### config.mk
export PLATFORM = sky130hd
export DESIGN_NAME = bnn_frame_io
export DESIGN_NICKNAME = d
export VERILOG_FILES = /design/src/rtl/bnn_frame_io.sv
export SDC_FILE = /design/constraint.sdc
export NUM_CORES = 1
export LEC_CHECK = 0
export ABC_AREA = 1
export CAP_MARGIN = 20
export CORE_MARGIN = 10
export CORE_UTILIZATION = 30
export DETAILED_ROUTE_END_ITERATION = 7
export GPL_TIMING_DRIVEN = 0
export HOLD_SLACK_MARGIN = 0.12
export MAX_ROUTING_LAYER = met4
export PLACE_DENSITY = 0.51
export SETUP_SLACK_MARGIN = 0.15
export SLEW_MARGIN = 0
export SYNTH_ARGS = -nofsm -noshare
export SYNTH_HDL_FRONTEND = slang
export SYNTH_SLANG_ARGS = --single-unit
### constraint.sdc
create_clock -name clk_i -period 3.75 [get_ports clk_i]
set_input_delay 0.5625 -clock clk_i [delete_from_list [all_inputs] [get_ports clk_i]]
set_output_delay 0.5625 -clock clk_i [all_outputs]
set_load 0.05 [all_outputs]
### src/rtl/bnn_frame_io.sv
// Sequential wrapper around the combinational BNN classifier: collects a row-serial
// frame, holds it on layer_o, samples the scores after SETTLE cycles and emits the argmax.
module bnn_frame_io #(
  parameter int ROWS   = 16,
  parameter int COLS   = 16,
  parameter int NCLASS = 4,
  parameter int SW     = 7,
  parameter int SETTLE = 4
) (
  input  logic                              clk_i,
  input  logic                              rst_ni,
  input  logic                              row_valid_i,
  output logic                              row_ready_o,
  input  logic [COLS-1:0]                   row_data_i,
  output logic [0:0][ROWS-1:0][COLS-1:0]    layer_o,
  input  logic [NCLASS-1:0][SW-1:0]         layer_i,
  output logic                              res_valid_o,
  input  logic                              res_ready_i,
  output logic [$clog2(NCLASS)-1:0]         res_class_o,
  output logic [SW-1:0]                     res_score_o,
  output logic [NCLASS-1:0][SW-1:0]         res_scores_o
);

  localparam int RW = $clog2(ROWS);
  localparam int CW = $clog2(NCLASS);

  typedef enum logic [1:0] {LOAD, WAIT, OUT} state_e;

  state_e                          state_q, state_d;
  logic [RW-1:0]                   row_cnt_q, row_cnt_d;
  logic [7:0]                      settle_q, settle_d;
  logic [0:0][ROWS-1:0][COLS-1:0]  layer_q;
  logic [NCLASS-1:0][SW-1:0]       scores_q;
  logic [CW-1:0]                   class_q, best_idx;
  logic [SW-1:0]                   score_q, best_score;
  logic                            accept, capture;

  // Linear signed compare chain; strict '>' keeps the lowest index on ties.
  always_comb begin
    best_idx   = '0;
    best_score = layer_i[0];
    for (int i = 1; i < NCLASS; i++) begin
      if ($signed(layer_i[i]) > $signed(best_score)) begin
        best_idx   = CW'(i);
        best_score = layer_i[i];
      end
    end
  end

  always_comb begin
    state_d     = state_q;
    row_cnt_d   = row_cnt_q;
    settle_d    = settle_q;
    row_ready_o = 1'b0;
    res_valid_o = 1'b0;
    accept      = 1'b0;
    capture     = 1'b0;
    case (state_q)
      LOAD: begin
        row_ready_o = 1'b1;
        if (row_valid_i) begin
          accept = 1'b1;
          if (row_cnt_q == RW'(ROWS-1)) begin
            state_d   = WAIT;
            row_cnt_d = '0;
            settle_d  = '0;
          end else begin
            row_cnt_d = row_cnt_q + RW'(1);
          end
        end
      end
      WAIT: begin
        settle_d = settle_q + 8'd1;
        if (settle_q == 8'(SETTLE-1)) begin
          capture = 1'b1;
          state_d = OUT;
        end
      end
      OUT: begin
        res_valid_o = 1'b1;
        if (res_ready_i) state_d = LOAD;
      end
      default: state_d = LOAD;
    endcase
  end

  always_ff @(posedge clk_i or negedge rst_ni) begin
    if (!rst_ni) begin
      state_q   <= LOAD;
      row_cnt_q <= '0;
      settle_q  <= '0;
    end else begin
      state_q   <= state_d;
      row_cnt_q <= row_cnt_d;
      settle_q  <= settle_d;
    end
  end

  // Frame rows persist until rewritten, so the classifier input stays stable through WAIT/OUT.
  always_ff @(posedge clk_i or negedge rst_ni) begin
    if (!rst_ni) begin
      layer_q <= '0;
    end else if (accept) begin
      layer_q[0][row_cnt_q] <= row_data_i;
    end
  end

  always_ff @(posedge clk_i or negedge rst_ni) begin
    if (!rst_ni) begin
      scores_q <= '0;
      class_q  <= '0;
      score_q  <= '0;
    end else if (capture) begin
      scores_q <= layer_i;
      class_q  <= best_idx;
      score_q  <= best_score;
    end
  end

  assign layer_o      = layer_q;
  assign res_scores_o = scores_q;
  assign res_class_o  = class_q;
  assign res_score_o  = score_q;

endmodule

==> flow_summary.ini <==
[power_and_ir_drop]
leakage_nw = 8.22
swShare_pct = 47.8
pwr_density_cell_nw_per_um2 = 1040
combPwrFrac_pct = 52.4
clockPowerShare_pct = 18.7
sequentialPowerShare_pct = 28.9
peakVddDrop_v = 0.000551
p_sw_w = 0.00908
intPower_w = 0.00990

[die]
die_x_um = 221
design.die.area_sq_um = 49000
io_pins = 343
start_util_pct = 30.5
die_h_um = 221
rows = 73
coreArea_sq_um = 39900

[clock_network]
cts_tree = yes
cts_num_sinks = 307
clockBufferDepth = 3
clock_latency_ns = 0.54
cts_buffers = 36
cts_max_level = 2
root_buffer = clkbuf_16
path_clk_slew_ns = 0.05

[timing]
fin_skew_ns = 0.0122
setup_viol = 8
period_share_pct = 103
max_freq_mhz = 258
fin_hold_ws_ns = 0.251
rsz0062_at_grt = true
finalMaxSlewViolations = 0
fin_crit_ns = 3.88
setup_ws_ns = -0.125
timing.slew.headroom_pct = 21.2
finalHoldViolations = 0
tightestPinTransition_ns = 1.18

[job]
drv_cap = 0

[grt]
grt_use_total_pct = 19.1
use_met2_pct = 29.5
grt_pass1_wl_um = 70800
grtUsageMet1_pct = 24.5
grt.busiest_layer = met2
grt_pass1_vias = 10800
grt_use_met3_pct = 5.42
antenna_found_initial = 3
grt-ovfl-total = 0
grt_max_degree = 104

[place]
io_buffers = 342
dp_slack_ns = -1.52
dpl.hpwl_um = 33600
place_congestion = 0.803

[yosys]
yosys_warnings = 0
yosysUniqueCellTypes = 32
syn_inst = 1277
syn_nets = 1344
ys_seq_elements = 307
avgSynthCellArea_sq_um = 9.53
ys_seq_area_share_pct = 63.1
syn_area_sq_um = 12200

[critical_path]
critPathSlowestCell = ha_1
arrival_ns = 4.30
cp.buffers_inverters = 6
cp_common_cell = nand2_2
cp-end-kind = register
crit_family = simple AND/OR/NAND/NOR gates
critPathKind = in -> reg
critPathLaunchType = primary input
worst-path-max-fanout = 6
slowest_delay_ns = 0.29
crit_required_ns = 4.17

[routing]
via_count = 10600
vias_per_cell = 4.72
ant_nets = 0
wl_per_cell_um = 20.9
dr.first_iter.drc_count = 817
wl_um = 47000
post-route-drc-count = 0
first_pass_iters = 4

[finish]
nets = 1765
regArea_sq_um = 7680
drive_above_1_share_pct = 12.1
area_growth_syn_to_layout_pct = 50.1
multi_input_area_sq_um = 4340
n_fill_cell = 3846

[outcome]
violations = negative setup slack
status = complete, but fails checks

[hold_path]
hold_class = in -> reg
==> worst min-delay path, cell delays in order <==
cell and delay [ns]:
buf_6 0.09, nand2_1 0.05, nand2_1 0.04
==> synthesized netlist by cell type, drive strengths merged <==
| cell type | n | area (sq um) |
|---|---|---|
| dfrtp | 307 | 7680 |
| nand2 | 265 | 1040 |
| o21ai | 167 | 840 |
| nor2 | 154 | 601 |
| a21oi | 141 | 713 |
| inv | 79 | 297 |
| clkbuf | 73 | 274 |
| nand3 | 42 | 258 |
| ha | 19 | 238 |
| nand4 | 15 | 121 |
| a31oi | 3 | 18.8 |
| nor3 | 3 | 15.0 |
| buf | 2 | 16.3 |
| a211oi | 1 | 7.51 |
| a221oi | 1 | 8.76 |
| a32o | 1 | 10.0 |
| nor4 | 1 | 6.26 |
| o21bai | 1 | 11.3 |
| o31ai | 1 | 7.51 |
| xor2 | 1 | 8.76 |
==> cell families after synthesis <==
group,share of synthesized area (%)
compound gates,13.3
xor+xnor,0.0720
fa+ha+maj,1.95
buf+inv,4.82
flops,63.1
simple gates,16.8
==> power groups by stage <==
stage          sequential, W  combinational, W  clock [W]
2_1_floorplan        0.00982           0.00170          0
3_3_place_gp         0.00550           0.00966          0
3_5_place_dp         0.00550           0.00972          0
4_1_cts              0.00548           0.00997    0.00365
5_1_grt              0.00564            0.0105    0.00379
6_report             0.00548           0.00994    0.00356
==> sequential cells by signal, summed over array words and instances, names as in the netlist <==
name	flops
res_class_o	2
row_cnt_q	4
state_q	2
layer_o	256
res_score_o	7
res_scores_o	28
settle_q	8
==> through the flow <==
stage	total power, W	TNS, ns	cell area, sq um	cells	util [%]
4_1_cts	0.0191	-0.138	18100	2243	45.4
3_5_place_dp	0.0152	-13.17	16500	2147	41.2
3_3_place_gp	0.0152	-3642.95	16400	2144	41.0
5_1_grt	0.0199	-2.61	18300	2251	45.8
2_1_floorplan	0.0115	-3.36	12300	1277	-
6_report	0.0190	-0.727	18300	2251	45.8
==> layout by cell type (no fill, tap or decap), types with 3 or more instances in the layout <==
cell type	count
a21oi_1	135
nor2_1	148
buf_8	4
nand4_1	12
clkbuf_8	16
nand2_2	27
nand3_4	5
inv_2	9
clkbuf_16	36
nor3_1	3
nand2_1	230
o21ai_4	3
a21oi_2	5
ha_1	8
buf_16	3
buf_2	7
clkinv_2	4
o21ai_0	160
nand3_2	9
clkbuf_1	77
inv_1	67
dfrtp_1	307
nand2_4	9
nand3_1	30
buf_6	9
ha_4	11
a31oi_1	3
clkdlybuf4s50_1	327
buf_4	29
nor2_4	6
==> cell type report <==
class	instances	area share (%)
multi-input cells	821	23.8
clock inverters	7	0.411
diodes	2	0.0274
well taps	525	3.60
plain buffers	75	1.65
inverters	79	1.69
clock buffers	57	6.24
flip-flops and latches	307	42.1
repair buffers	378	20.5
==> per-layer routing <==
metal	up-vias	share of wire, %
met4	0	1.7
met1	5244	45
li1	5045	-
met2	286	47
met3	55	6.6
met5	-	0
==> worst paths after layout <==
kind / cells past startpoint / endpoint / slack (ns) / from
worst max-delay path: 35 / res_score_o[1] / -0.13 / layer_i[4]
worst min-delay path: 3 / res_scores_o[11] / 0.25 / layer_i[11]
worst max register to register: 8 / layer_o[226] / 1.47 / state_q[0]
worst min register to register: 2 / res_score_o[1] / 0.48 / res_score_o[1]
max in group asynchronous: 4 / layer_o[125] / 1.99 / rst_ni
min in group asynchronous: 2 / layer_o[53] / 0.51 / rst_ni
==> timing repair <==
action	in CTS	in global routing
setup endpoints to repair	9	9
hold endpoints to repair	42	0
pin swaps	37	38
hold buffers	1	0
resized for setup	120	26
buffers inserted	27	5
gates cloned	4	1
(Power assumes the default switching activity.)
